[src/rtl/seven_seg_pkg.sv]
// seven_seg_pkg: shared state type, segment indices and hex font for seven-segment display blocks
package seven_seg_pkg;
  typedef enum logic {st_blank, st_active} state_t;
  localparam int seg_a = 0;
  localparam int seg_b = 1;
  localparam int seg_c = 2;
  localparam int seg_d = 3;
  localparam int seg_e = 4;
  localparam int seg_f = 5;
  localparam int seg_g = 6;
  localparam int seg_h = 7;
  localparam logic [15:0][6:0] hex_font_rom = {
    7'h71, 7'h79, 7'h5e, 7'h39, 7'h7c, 7'h77, 7'h6f, 7'h7f,
    7'h07, 7'h7d, 7'h6d, 7'h66, 7'h4f, 7'h5b, 7'h06, 7'h3f
  };
endpackage

[src/rtl/seven_seg_hex_font.sv]
// seven_seg_hex_font: combinational nibble to gfedcba segment pattern
module seven_seg_hex_font (
  input  logic [3:0] nibble,
  output logic [6:0] gfedcba
);
  import seven_seg_pkg::*;
  assign gfedcba = hex_font_rom[nibble];
endmodule

[src/rtl/seven_segment_scan_controller.sv]
// seven_segment_scan_controller: frame-latched multiplexed digit scan with blanking gaps
module seven_segment_scan_controller #(
  parameter int w_digit      = 8,
  parameter int w_seg        = 8,
  parameter int scan_cycles  = 1000,
  parameter int blank_cycles = 16
) (
  input  logic                   clk,
  input  logic                   rst,
  input  logic [4*w_digit-1:0]   number,
  input  logic [w_digit-1:0]     dots,
  input  logic [w_digit-1:0]     enable_mask,
  input  logic                   lz_suppress,
  output logic [w_seg-1:0]       hgfedcba,
  output logic [w_digit-1:0]     digit,
  output logic                   frame_done
);
  import seven_seg_pkg::*;
  localparam int cmax = scan_cycles > blank_cycles ? scan_cycles : blank_cycles;
  localparam int cw = $clog2(cmax + 1);
  localparam int iw = $clog2(w_digit);
  localparam state_t st_init = blank_cycles == 0 ? st_active : st_blank;
  state_t state_q, state_d;
  logic [cw-1:0] cnt_q, cnt_d;
  logic [iw-1:0] idx_q, idx_d;
  logic first_q;
  logic [4*w_digit-1:0] num_q, num_d;
  logic [w_digit-1:0] dots_q, dots_d, en_q, en_d, lz_q, lz_d, lz_m;
  logic [w_digit-1:0] digit_q, digit_d;
  logic [w_seg-1:0] hgfedcba_q, hgfedcba_d;
  logic frame_done_q, frame_done_d;
  logic blank_end, act_end, load, zeros, on;
  logic [6:0] font;
  logic [7:0] seg;
  seven_seg_hex_font u_font (.nibble(num_d[4*idx_d +: 4]), .gfedcba(font));
  always_comb begin
    blank_end = state_q == st_blank && cnt_q == cw'(blank_cycles - 1);
    act_end = state_q == st_active && cnt_q == cw'(scan_cycles - 1);
    state_d = blank_end ? st_active : act_end ? st_init : state_q;
    cnt_d = (blank_end || act_end) ? '0 : cnt_q + 1'b1;
    idx_d = act_end ? (idx_q == iw'(w_digit - 1) ? '0 : idx_q + 1'b1) : idx_q;
    load = blank_cycles == 0 ? (first_q || (act_end && idx_d == '0))
                             : (state_q == st_blank && idx_q == '0 && cnt_q == '0);
    num_d = load ? number : num_q;
    dots_d = load ? dots : dots_q;
    en_d = load ? enable_mask : en_q;
    zeros = 1'b1;
    lz_m = '0;
    for (int i = w_digit - 1; i > 0; i--) begin
      zeros = zeros && num_d[4*i +: 4] == 4'h0;
      lz_m[i] = lz_suppress && zeros;
    end
    lz_d = load ? lz_m : lz_q;
  end
  always_comb begin
    seg = {dots_d[idx_d], lz_d[idx_d] ? 7'h00 : font};
    on = state_d == st_active && en_d[idx_d] && seg != 8'h00;
    hgfedcba_d = on ? w_seg'(seg) : '0;
    digit_d = on ? (w_digit'(1) << idx_d) : '0;
    frame_done_d = state_d == st_active && idx_d == iw'(w_digit - 1) && cnt_d == cw'(scan_cycles - 1);
  end
  always_ff @(posedge clk) begin
    if (rst) begin
      state_q      <= st_init;
      cnt_q        <= '0;
      idx_q        <= '0;
      first_q      <= 1'b1;
      num_q        <= '0;
      dots_q       <= '0;
      en_q         <= '0;
      lz_q         <= '0;
      hgfedcba_q   <= '0;
      digit_q      <= '0;
      frame_done_q <= 1'b0;
    end else begin
      state_q      <= state_d;
      cnt_q        <= cnt_d;
      idx_q        <= idx_d;
      first_q      <= 1'b0;
      num_q        <= num_d;
      dots_q       <= dots_d;
      en_q         <= en_d;
      lz_q         <= lz_d;
      hgfedcba_q   <= hgfedcba_d;
      digit_q      <= digit_d;
      frame_done_q <= frame_done_d;
    end
  end
  assign hgfedcba = hgfedcba_q;
  assign digit = digit_q;
  assign frame_done = frame_done_q;
endmodule

[config.mk]
export PLATFORM = sky130hd
export DESIGN_NAME = seven_segment_scan_controller
export DESIGN_NICKNAME = d
export VERILOG_FILES = /design/src/rtl/seven_seg_pkg.sv /design/src/rtl/seven_seg_hex_font.sv /design/src/rtl/seven_segment_scan_controller.sv
export SDC_FILE = /design/constraint.sdc
export NUM_CORES = 1
export LEC_CHECK = 0
export CELL_PAD_IN_SITES_DETAIL_PLACEMENT = 0
export CELL_PAD_IN_SITES_GLOBAL_PLACEMENT = 1
export CORE_ASPECT_RATIO = 1.4
export CORE_MARGIN = 2
export CORE_UTILIZATION = 43
export DETAILED_ROUTE_END_ITERATION = 6
export PLACE_DENSITY = 0.95
export SLEW_MARGIN = 10
export SYNTH_ARGS = -nofsm -noshare
export SYNTH_HDL_FRONTEND = slang
export SYNTH_SLANG_ARGS = --single-unit
[constraint.sdc]
create_clock -name clk -period 6.2 [get_ports clk]
set_clock_uncertainty 0.15 [all_clocks]
set_input_delay 0.62 -clock clk [delete_from_list [all_inputs] [get_ports clk]]
set_output_delay 0.62 -clock clk [all_outputs]
set_load 0.005 [all_outputs]
==> impl_metrics.csv, run 1 <==
group,metric,value,unit
timing,slew_headroom,26.0,%
logic_synthesis,synth_area,3930,µm²
worst_setup_path,crit_path_top_delay_cell,"nor4_4",
timing,tightestPinTransition,1.11,ns
clock_tree,clock-root-buffer,"clkbuf_16",
power,swShare,25.1,%
power,p_clk_share,38.8,%
finish,fin_nets,538,
logic_synthesis,synth_fp_nets,478,
global_routing,grt_antenna_before_repair,0,
worst_setup_path,start_kind,"register",
logic_synthesis,yosysSeqAreaShare,44.3,%
power,p_leak,1.98,nW
finish,drive_gt1_share,7.48,%
worst_hold_path,hold_depth,2,
floorplanning,initial_core_util,44.0,%
worst_setup_path,path_common_cell,"ha_1",
logic_synthesis,synth_edf_count,0,
worst_setup_path,slowest_delay,0.80,ns
power,p_total,1.35,mW
detailed_routing,vias,3278,
finish,n_antenna_cell,0,
run,maxCapViolCount,0,
global_routing,grt_max_degree,63,
logic_synthesis,syn_avg_cell_area,9.44,µm²
logic_synthesis,synthFlopType,"dfxtp_1",
detailed_routing,ant_nets,0,
worst_setup_path,path_class,"register to register",
clock_tree,cts_setup_buffers,0,
logic_synthesis,ys_warn_count,0,
global_routing,grt_pass1_vias,3259,
worst_setup_path,reg2reg_slack,1.85,ns
clock_tree,cts_buffers,9,
power,p_int,1.01,mW
floorplanning,num_rows,41,
detailed_routing,post_drt_wl_per_cell,16.5,µm
timing,hold_viol,0,
timing,finalCritPeriodShare,70.1,%
worst_setup_path,required,6.30,ns
run_status,outcome,"finished clean",
clock_tree,clk_pin_slew,0.06,ns
clock_tree,ctsHoldBuffers,0,
clock_tree,cts_tree,"built",
logic_synthesis,synth-async-reset-ratio,0,%
global_routing,overflow,0,
worst_setup_path,rr_startpoint,"cnt_q[0]",
worst_setup_path,worstReg2RegEnd,"hgfedcba[5]",
power,powerDensity,273,nW/µm²
floorplanning,die_x,84.8,µm
finish,syn_to_final_growth,25.7,%
detailed_routing,routed_wl,9710,µm
timing,timing.final.ws_setup,1.85,ns
power,seqPwrFrac,44.7,%
finish,fill_cells,789,
clock_tree,clk_latency,0.34,ns
floorplanning,dieHeight,117,µm
detailed_routing,drt_iter0_markers,189,
logic_synthesis,synth-seq-cells,87,
worst_setup_path,endpoint_kind,"register",
clock_tree,ctsHtreeMaxLevel,3,
floorplanning,core_area,8930,µm²
detailed_routing,vias_per_cell,5.57,
timing,rsz0062_at_grt,"false",
placed_design,routabilityCongestion,0.892,
power,max-vdd-ir-drop,0.000179,V
global_routing,grt_usage,19.9,%
timing,clock.fmax,230,MHz
worst_hold_path,hold_start,"lz_q[2]",
detailed_routing,drc,0,
floorplanning,ios,68,
detailed_routing,drtPass1Iterations,5,
worst_setup_path,critical_path_peak_fanout,14,
power,p_switching,338,µW
worst_setup_path,cp.arrival,4.45,ns
logic_synthesis,synthesis.instances,416,
worst_setup_path,crit_chain,"ha_1 > nand2b_1 > nor4_4 > mux2i_1 > nor2_1 > or4_1 > o21ai_2 > inv_1 > ha_1 > mux2_1 > a211oi_1",
timing,period_needed,4.35,ns
timing,finalSetupViolCount,0,
clock_tree,clkSinkCount,87,
worst_hold_path,whs_endpoint,"lz_q[2]",
power,pwr-share-comb,16.5,%
worst_setup_path,reg2reg_depth,11,
clock_tree,ctsLongestPathBuffers,2,
logic_synthesis,post_synth_num_cell_types,54,
clock_tree,cts_resized,0,
timing,tns,0,ns
placed_design,pre_cts_ws,1.90,ns
floorplanning,die_area,9930,µm²
placed_design,io_buffers,67,
placed_design,place_hpwl,7160,µm
timing,maxSlewViolCount,0,
worst_hold_path,hold_path.class,"register to register",
global_routing,grt_pass1_wl,15400,µm
[state kept, by name, indices dropped and copies added (netlist names)]
| name | count |
|---|---|
| num_q | 32 |
| cnt_q | 10 |
| digit | 8 |
| dots_q | 8 |
| en_q | 8 |
| hgfedcba | 8 |
| lz_q | 8 |
| idx_q | 3 |
| frame_done | 1 |
| state_q | 1 |
[routing by layer]
layer | routed length [µm] | global-route usage (%)
met5 | 0 | 0
met4 | 336 | 10.2
met3 | 448 | 3.86
met2 | 5130 | 36.4
met1 | 3790 | 21.8
[cells in the mapped netlist (all sizes together), types with 7 or more instances]
cell type   n  area [µm²]
dfxtp      87        1740
nor2       87         329
mux2i      59         594
nand2      18        67.6
nor3       18        90.1
clkbuf     11        41.3
ha         11         138
buf        10        66.3
a21oi       9        45.0
nor4        9        77.6
inv         8        30.0
o22ai       8        50.1
mux2        7        86.3
o21ai       7        42.5
xnor2       7        61.3
[final cells by class]
type | count | area (µm²) | share of cell area, %
inverter | 8 | 30.0 | 0.608
clock buffer | 14 | 284 | 5.75
sequential | 87 | 1740 | 35.3
timing repair buffer | 70 | 688 | 13.9
multi-input combinational | 300 | 2050 | 41.5
clock inverter | 2 | 12.5 | 0.253
tap | 107 | 134 | 2.71
[how the worst max path moves through the flow]
stage / startpoint / to / slack (ns) / cells after the start
4_1_cts: cnt_q[0] / hgfedcba[3] / 1.86 / 11
3_5_place_dp: cnt_q[0] / hgfedcba[3] / 1.90 / 11
5_1_grt: cnt_q[0] / hgfedcba[5] / 1.54 / 11
2_1_floorplan: cnt_q[0] / hgfedcba[3] / 2.69 / 11
6_report: cnt_q[0] / hgfedcba[5] / 1.85 / 11
3_3_place_gp: cnt_q[0] / hgfedcba[3] / 2.05 / 11
[cells in the final DEF (no fill, tap or decap), types with 2 or more instances in the layout]
cell / instances
mux2i_1: 58
clkbuf_8: 4
xor2_1: 2
o221ai_1: 2
nand2b_1: 3
o22ai_1: 8
dfxtp_1: 87
and3_1: 3
and2_1: 2
nor2_1: 86
nor3_1: 18
ha_1: 11
o22a_1: 2
o21ai_2: 2
a222oi_1: 4
and3_2: 2
a211oi_1: 4
nor4_1: 7
a22oi_1: 5
inv_1: 8
buf_4: 3
mux2_2: 4
a221oi_1: 2
mux2_4: 2
nand3_1: 5
clkbuf_16: 9
clkdlybuf4s50_1: 66
a21oi_1: 9
nand4_1: 5
or4_1: 5
nand2_1: 18
xnor2_1: 7
o21ai_0: 4
[power groups by stage]
stage	Clock (mW)	Sequential [mW]	Combinational, mW
after global routing	0.551	0.605	0.242
after detailed placement	0	0.614	0.221
final	0.523	0.602	0.222
after CTS	0.528	0.602	0.223
after floorplan	0	0.610	0.155
after global placement	0	0.612	0.216
[critical path, delay by kind of cell (launching register included)]
family / cells / cell delay, ns
AND/OR/NAND/NOR: 4 / 1.54
AO/OA/AOI/OAI: 2 / 0.38
buffers and inverters: 1 / 0.14
multiplexers: 2 / 1.10
adder cells (fa/ha/maj): 2 / 0.52
flip-flops: 1 / 0.42
[stage by stage]
step,instances,cell area (µm²),utilization [%],hold slack (ns)
after floorplan,416,3930,-,0.282
after global placement,572,4640,52.0,0.291
after detailed placement,572,4640,52.0,0.315
after CTS,588,4940,55.3,0.325
after global routing,588,4940,55.3,0.366
final,588,4940,55.3,0.324
[cells by family after synthesis]
logic type / count (synthesis) / synth area share, %
and+or+nand+nor: 164 / 19.7
DFF: 87 / 44.3
muxes: 67 / 17.9
AOI/OAI and AO/OA: 49 / 9.08
buffers and inverters: 29 / 3.50
adders and majority gates: 11 / 3.50
xor gates and xnor gates: 9 / 2.01
Note: power is estimated with default switching activity, not from simulation.
==> inputs of run 2 (changes only) <==
--- a/config.mk
+++ b/config.mk
@@ -9,9 +9,9 @@
 export CELL_PAD_IN_SITES_GLOBAL_PLACEMENT = 1
 export CORE_ASPECT_RATIO = 1.4
 export CORE_MARGIN = 2
-export CORE_UTILIZATION = 43
+export CORE_UTILIZATION = 40
 export DETAILED_ROUTE_END_ITERATION = 6
-export PLACE_DENSITY = 0.95
+export PLACE_DENSITY = 0.91
 export SLEW_MARGIN = 10
 export SYNTH_ARGS = -nofsm -noshare
 export SYNTH_HDL_FRONTEND = slang
==> constraint.sdc (replaced) <==
create_clock -name clk -period 4.1 [get_ports clk]
set_clock_uncertainty 0.15 [all_clocks]
set_input_delay 0.41 -clock clk [delete_from_list [all_inputs] [get_ports clk]]
set_output_delay 0.41 -clock clk [all_outputs]
set_load 0.005 [all_outputs]
==> impl_metrics.csv, run 2 (synthesized netlist as in run 1, its figures left out) <==
group,metric,value,unit
run_status,outcome,"finished clean",
detailed_routing,vias_per_cell,5.31,
timing,rsz0062_at_grt,"false",
timing,tns,0,ns
worst_setup_path,critical_path_peak_fanout,44,
clock_tree,clkSinkCount,87,
finish,top_register,"num_q",
clock_tree,cts_buffers,9,
floorplanning,core_area,9510,µm²
floorplanning,initial_core_util,41.3,%
clock_tree,clock-root-buffer,"clkbuf_16",
floorplanning,die_x,87.8,µm
clock_tree,ctsHtreeMaxLevel,3,
global_routing,grt_antenna_before_repair,0,
clock_tree,ctsHoldBuffers,0,
timing,hold_viol,0,
finish,largest_reg_flops,32,
timing,clock.fmax,271,MHz
timing,tightestPinTransition,0.716,ns
clock_tree,ctsLongestPathBuffers,2,
global_routing,grtUsageMet1,24.1,%
power,max-vdd-ir-drop,0.000238,V
clock_tree,cts_resized,0,
run,maxCapViolCount,0,
global_routing,use_met3,4.97,%
finish,top_regs,"num_q x32, cnt_q x10",
detailed_routing,post_drt_wl_per_cell,16.5,µm
detailed_routing,drtPass1Iterations,5,
timing,period_needed,3.69,ns
clock_tree,clk_latency,0.34,ns
timing,maxSlewViolCount,0,
power,p_clk_share,42.9,%
power,swShare,24.7,%
worst_setup_path,endpoint_kind,"register",
floorplanning,die_area,10600,µm²
floorplanning,num_rows,42,
worst_setup_path,cp.arrival,3.82,ns
global_routing,grt_max_degree,62,
worst_hold_path,hold_path.class,"input port to register",
worst_setup_path,path_class,"register to register",
detailed_routing,drt_iter0_markers,213,
power,powerDensity,432,nW/µm²
finish,syn_to_final_growth,29.0,%
global_routing,overflow,0,
worst_setup_path,required,4.23,ns
detailed_routing,vias,3283,
clock_tree,cts_tree,"built",
finish,layout_commonest_cell,"dfxtp_1",
finish,fin_nets,543,
timing,finalSetupViolCount,0,
detailed_routing,drc,0,
power,p_int,1.65,mW
finish,n_antenna_cell,0,
detailed_routing,routed_wl,10200,µm
finish,final_cell_mix,"dfxtp_1, nor2_1, clkdlybuf4s50_1",
detailed_routing,ant_nets,0,
worst_setup_path,start_kind,"register",
timing,finalCritPeriodShare,90.0,%
global_routing,grt_use_met2,35.0,%
placed_design,routabilityCongestion,0.833,
power,p_switching,542,µW
placed_design,place_hpwl,7630,µm
clock_tree,clk_pin_slew,0.07,ns
power,p_leak,2.03,nW
power,seqPwrFrac,41.5,%
global_routing,grt_pass1_vias,3396,
placed_design,io_buffers,67,
timing,slew_headroom,50.9,%
finish,drive_gt1_share,8.64,%
finish,instances_no_fill,618,
floorplanning,ios,68,
clock_tree,cts_setup_buffers,0,
power,pwr-share-comb,15.6,%
global_routing,grt_usage,20.6,%
global_routing,busiest_layer,"met2",
floorplanning,dieHeight,121,µm
global_routing,grt_pass1_wl,16800,µm
placed_design,dp_cells,602,
## run 2: worst paths after layout
| check | from | end | slack (ns) | cells past startpoint |
|---|---|---|---|---|
| max | idx_q[0] | hgfedcba[3] | 0.41 | 13 |
| max reg2reg | idx_q[0] | hgfedcba[3] | 0.41 | 13 |
| min reg2reg | lz_q[2] | lz_q[2] | 0.32 | 2 |
| min | rst | state_q | 0.16 | 2 |
## run 2: worst max-delay path, stage by stage (launching register included)
cell and delay, ns:
dfxtp_1 0.46, inv_1 0.14, ha_1 0.21, nor4b_1 0.13, nand4_1 0.17, buf_12 0.29, mux2i_1 0.33, o22ai_1 0.13
or4_1 0.50, o21ai_2 0.17, inv_1 0.11, ha_1 0.25, mux4_2 0.47, nor2_1 0.09
## run 2: metrics by stage
step	cell area (µm²)	hold WS (ns)	worst slack, ns	power [mW]	utilization, %
detailed placement	4720	0.302	0.462	1.27	49.7
global route	5070	0.146	0.114	2.28	53.3
CTS	5070	0.139	0.427	2.21	53.3
floorplan	3930	0.282	0.593	1.16	-
global placement	4720	0.294	0.560	1.26	49.7
finish	5070	0.156	0.409	2.19	53.3
## run 2: per-layer routing
metal,part of all wire [%],vias up
met2,52,91
li1,-,1608
met1,40,1559
met4,3.5,0
met5,0,-
met3,4.3,25
## run 2: power by group through the flow
stage / clock, mW / sequential (mW) / combinational (mW)
3_5_place_dp: 0 / 0.928 / 0.340
2_1_floorplan: 0 / 0.922 / 0.235
6_report: 0.941 / 0.909 / 0.342
3_3_place_gp: 0 / 0.926 / 0.336
5_1_grt: 0.990 / 0.913 / 0.374
4_1_cts: 0.957 / 0.909 / 0.343
## run 2: area by class of cell
cell class,instances,area (µm²)
tap,132,165
clock inverter,7,120
fill,872,4440
timing repair buffer,75,738
multi-input combinational,300,2050
sequential,87,1740
inverter,8,30.0
clock buffer,9,225
==> inputs of run 3 (changes only) <==
--- a/config.mk
+++ b/config.mk
@@ -11,6 +11,7 @@
 export CORE_MARGIN = 2
 export CORE_UTILIZATION = 40
 export DETAILED_ROUTE_END_ITERATION = 6
+export MAX_ROUTING_LAYER = met4
 export PLACE_DENSITY = 0.91
 export SLEW_MARGIN = 10
 export SYNTH_ARGS = -nofsm -noshare
==> impl_metrics.csv, run 3 (synthesized netlist as in run 1, its figures left out) <==
group,metric,value,unit
detailed_routing,drc,0,
finish,syn_to_final_growth,27.5,%
run,maxCapViolCount,0,
finish,drive_gt1_share,8.62,%
power,p_leak,2.00,nW
timing,finalCritPeriodShare,90.4,%
finish,finish.utilization,52.6,%
detailed_routing,vias_per_cell,5.34,
finish,final_cell_mix,"dfxtp_1, nor2_1, clkdlybuf4s50_1",
finish,fin_nets,544,
clock_tree,cts_resized,0,
worst_setup_path,reg2reg_depth,13,
timing,period_needed,3.71,ns
detailed_routing,routed_wl,10200,µm
worst_setup_path,cp.arrival,3.84,ns
placed_design,place_hpwl,7630,µm
detailed_routing,post_drt_wl_per_cell,16.5,µm
global_routing,grt_pass1_wl,16700,µm
clock_tree,clk_latency,0.34,ns
finish,fill_cells,876,
worst_setup_path,crit_buf_inv,3,
floorplanning,dieHeight,121,µm
floorplanning,num_rows,42,
worst_setup_path,crit_chain,"inv_1 > ha_1 > nor4b_1 > nand4_1 > buf_4 > mux2i_1 > o22ai_1 > or4_1 > o21ai_2 > inv_1 > ha_1 > mux4_2 > nor2_1",
worst_setup_path,start_kind,"register",
run_status,outcome,"finished clean",
finish,largest_reg_flops,32,
worst_setup_path,worstReg2RegEnd,"hgfedcba[3]",
worst_setup_path,cp_num_cells,13,
global_routing,overflow,0,
finish,top_register,"num_q",
clock_tree,cts_tree,"built",
floorplanning,die_x,87.8,µm
worst_setup_path,reg2reg_slack,0.39,ns
detailed_routing,drt_iter0_markers,213,
timing,clock.fmax,270,MHz
clock_tree,clk_pin_slew,0.06,ns
global_routing,grt_usage,21.0,%
timing,maxSlewViolCount,0,
global_routing,grt_max_degree,62,
clock_tree,cts_buffers,9,
power,max-vdd-ir-drop,0.000255,V
clock_tree,ctsHoldBuffers,0,
timing,finalSetupViolCount,0,
clock_tree,ctsLongestPathBuffers,2,
finish,layout.area.seq,1740,µm²
timing,slew_headroom,50.9,%
timing,tns,0,ns
worst_setup_path,rr_startpoint,"idx_q[0]",
clock_tree,cts_setup_buffers,0,
detailed_routing,drtPass1Iterations,7,
timing,hold_viol,0,
finish,top_regs,"num_q x32, cnt_q x10",
power,powerDensity,401,nW/µm²
worst_setup_path,cp_top_family,"simple AND/OR/NAND/NOR gates",
finish,multiInputGateArea,2050,µm²
worst_hold_path,hold_path.class,"input port to register",
worst_setup_path,crit_path_top_delay_cell,"or4_1",
placed_design,routabilityCongestion,0.870,
worst_setup_path,critical_path.startpoint,"idx_q[0]",
finish,n_antenna_cell,0,
floorplanning,core_area,9510,µm²
floorplanning,ios,68,
detailed_routing,vias,3303,
clock_tree,clkSinkCount,87,
global_routing,grt_pass1_vias,3420,
worst_setup_path,critical_path_peak_fanout,17,
detailed_routing,ant_nets,0,
global_routing,grt_antenna_before_repair,0,
floorplanning,initial_core_util,41.3,%
worst_setup_path,path_class,"register to register",
clock_tree,clock-root-buffer,"clkbuf_16",
clock_tree,ctsHtreeMaxLevel,3,
worst_setup_path,endpoint_kind,"register",
placed_design,io_buffers,67,
timing,rsz0062_at_grt,"false",
worst_setup_path,slowest_delay,0.50,ns
floorplanning,die_area,10600,µm²
timing,tightestPinTransition,0.716,ns
worst_setup_path,required,4.23,ns
finish,layout_commonest_cell,"dfxtp_1",
worst_setup_path,worstSetupEndpoint,"hgfedcba[3]",
run 3: per-layer routing:
metal  GRT usage (%)  routed length [µm]
met1            22.8                4150
met3            6.05                 488
met4            8.94                 308
met5               -                   0
met2            35.6                5270
run 3: worst reg2reg max path, cell delays in order (launching register included):
cell,delay (ns)
dfxtp_1,0.44
inv_1,0.15
ha_1,0.22
nor4b_1,0.13
nand4_1,0.18
buf_4,0.33
mux2i_1,0.31
o22ai_1,0.11
or4_1,0.50
o21ai_2,0.17
inv_1,0.11
ha_1,0.27
mux4_2,0.48
nor2_1,0.10
run 3: cell type report:
| class | instances | area share [%] |
|---|---|---|
| clock buffer | 10 | 4.57 |
| clock inverter | 6 | 0.925 |
| inverter | 8 | 0.600 |
| multi-input combinational | 300 | 40.9 |
| sequential | 87 | 34.8 |
| tap | 132 | 3.30 |
| timing repair buffer | 76 | 14.9 |
run 3: where the power goes:
| group | internal (mW) | leakage (nW) | switching, mW | total (mW) |
|---|---|---|---|---|
| combinational | 0.161 | 1.16 | 0.185 | 0.345 |
| clock | 0.413 | 0.129 | 0.341 | 0.754 |
| sequential | 0.893 | 0.711 | 0.0158 | 0.909 |
run 3: worst min-delay path by stage:
| stage | start | end | slack (ns) | cells past startpoint |
|---|---|---|---|---|
| after floorplan | lz_q[2] | lz_q[2] | 0.28 | 2 |
| after global placement | lz_q[2] | lz_q[2] | 0.29 | 2 |
| after detailed placement | lz_q[2] | lz_q[2] | 0.31 | 2 |
| after CTS | rst | state_q | 0.14 | 2 |
| after global routing | rst | state_q | 0.16 | 2 |
| final | rst | state_q | 0.15 | 2 |
run 3: metrics by stage:
stage / instance area, µm² / std cells / total power, mW / hold slack, ns / setup slack, ns
after floorplan: 3930 / 416 / 1.16 / 0.282 / 0.593
after global placement: 4730 / 603 / 1.26 / 0.295 / 0.544
after detailed placement: 4730 / 603 / 1.27 / 0.312 / 0.433
after CTS: 5010 / 619 / 2.03 / 0.137 / 0.406
after global routing: 5010 / 619 / 2.09 / 0.159 / 0.105
final: 5010 / 619 / 2.01 / 0.151 / 0.393
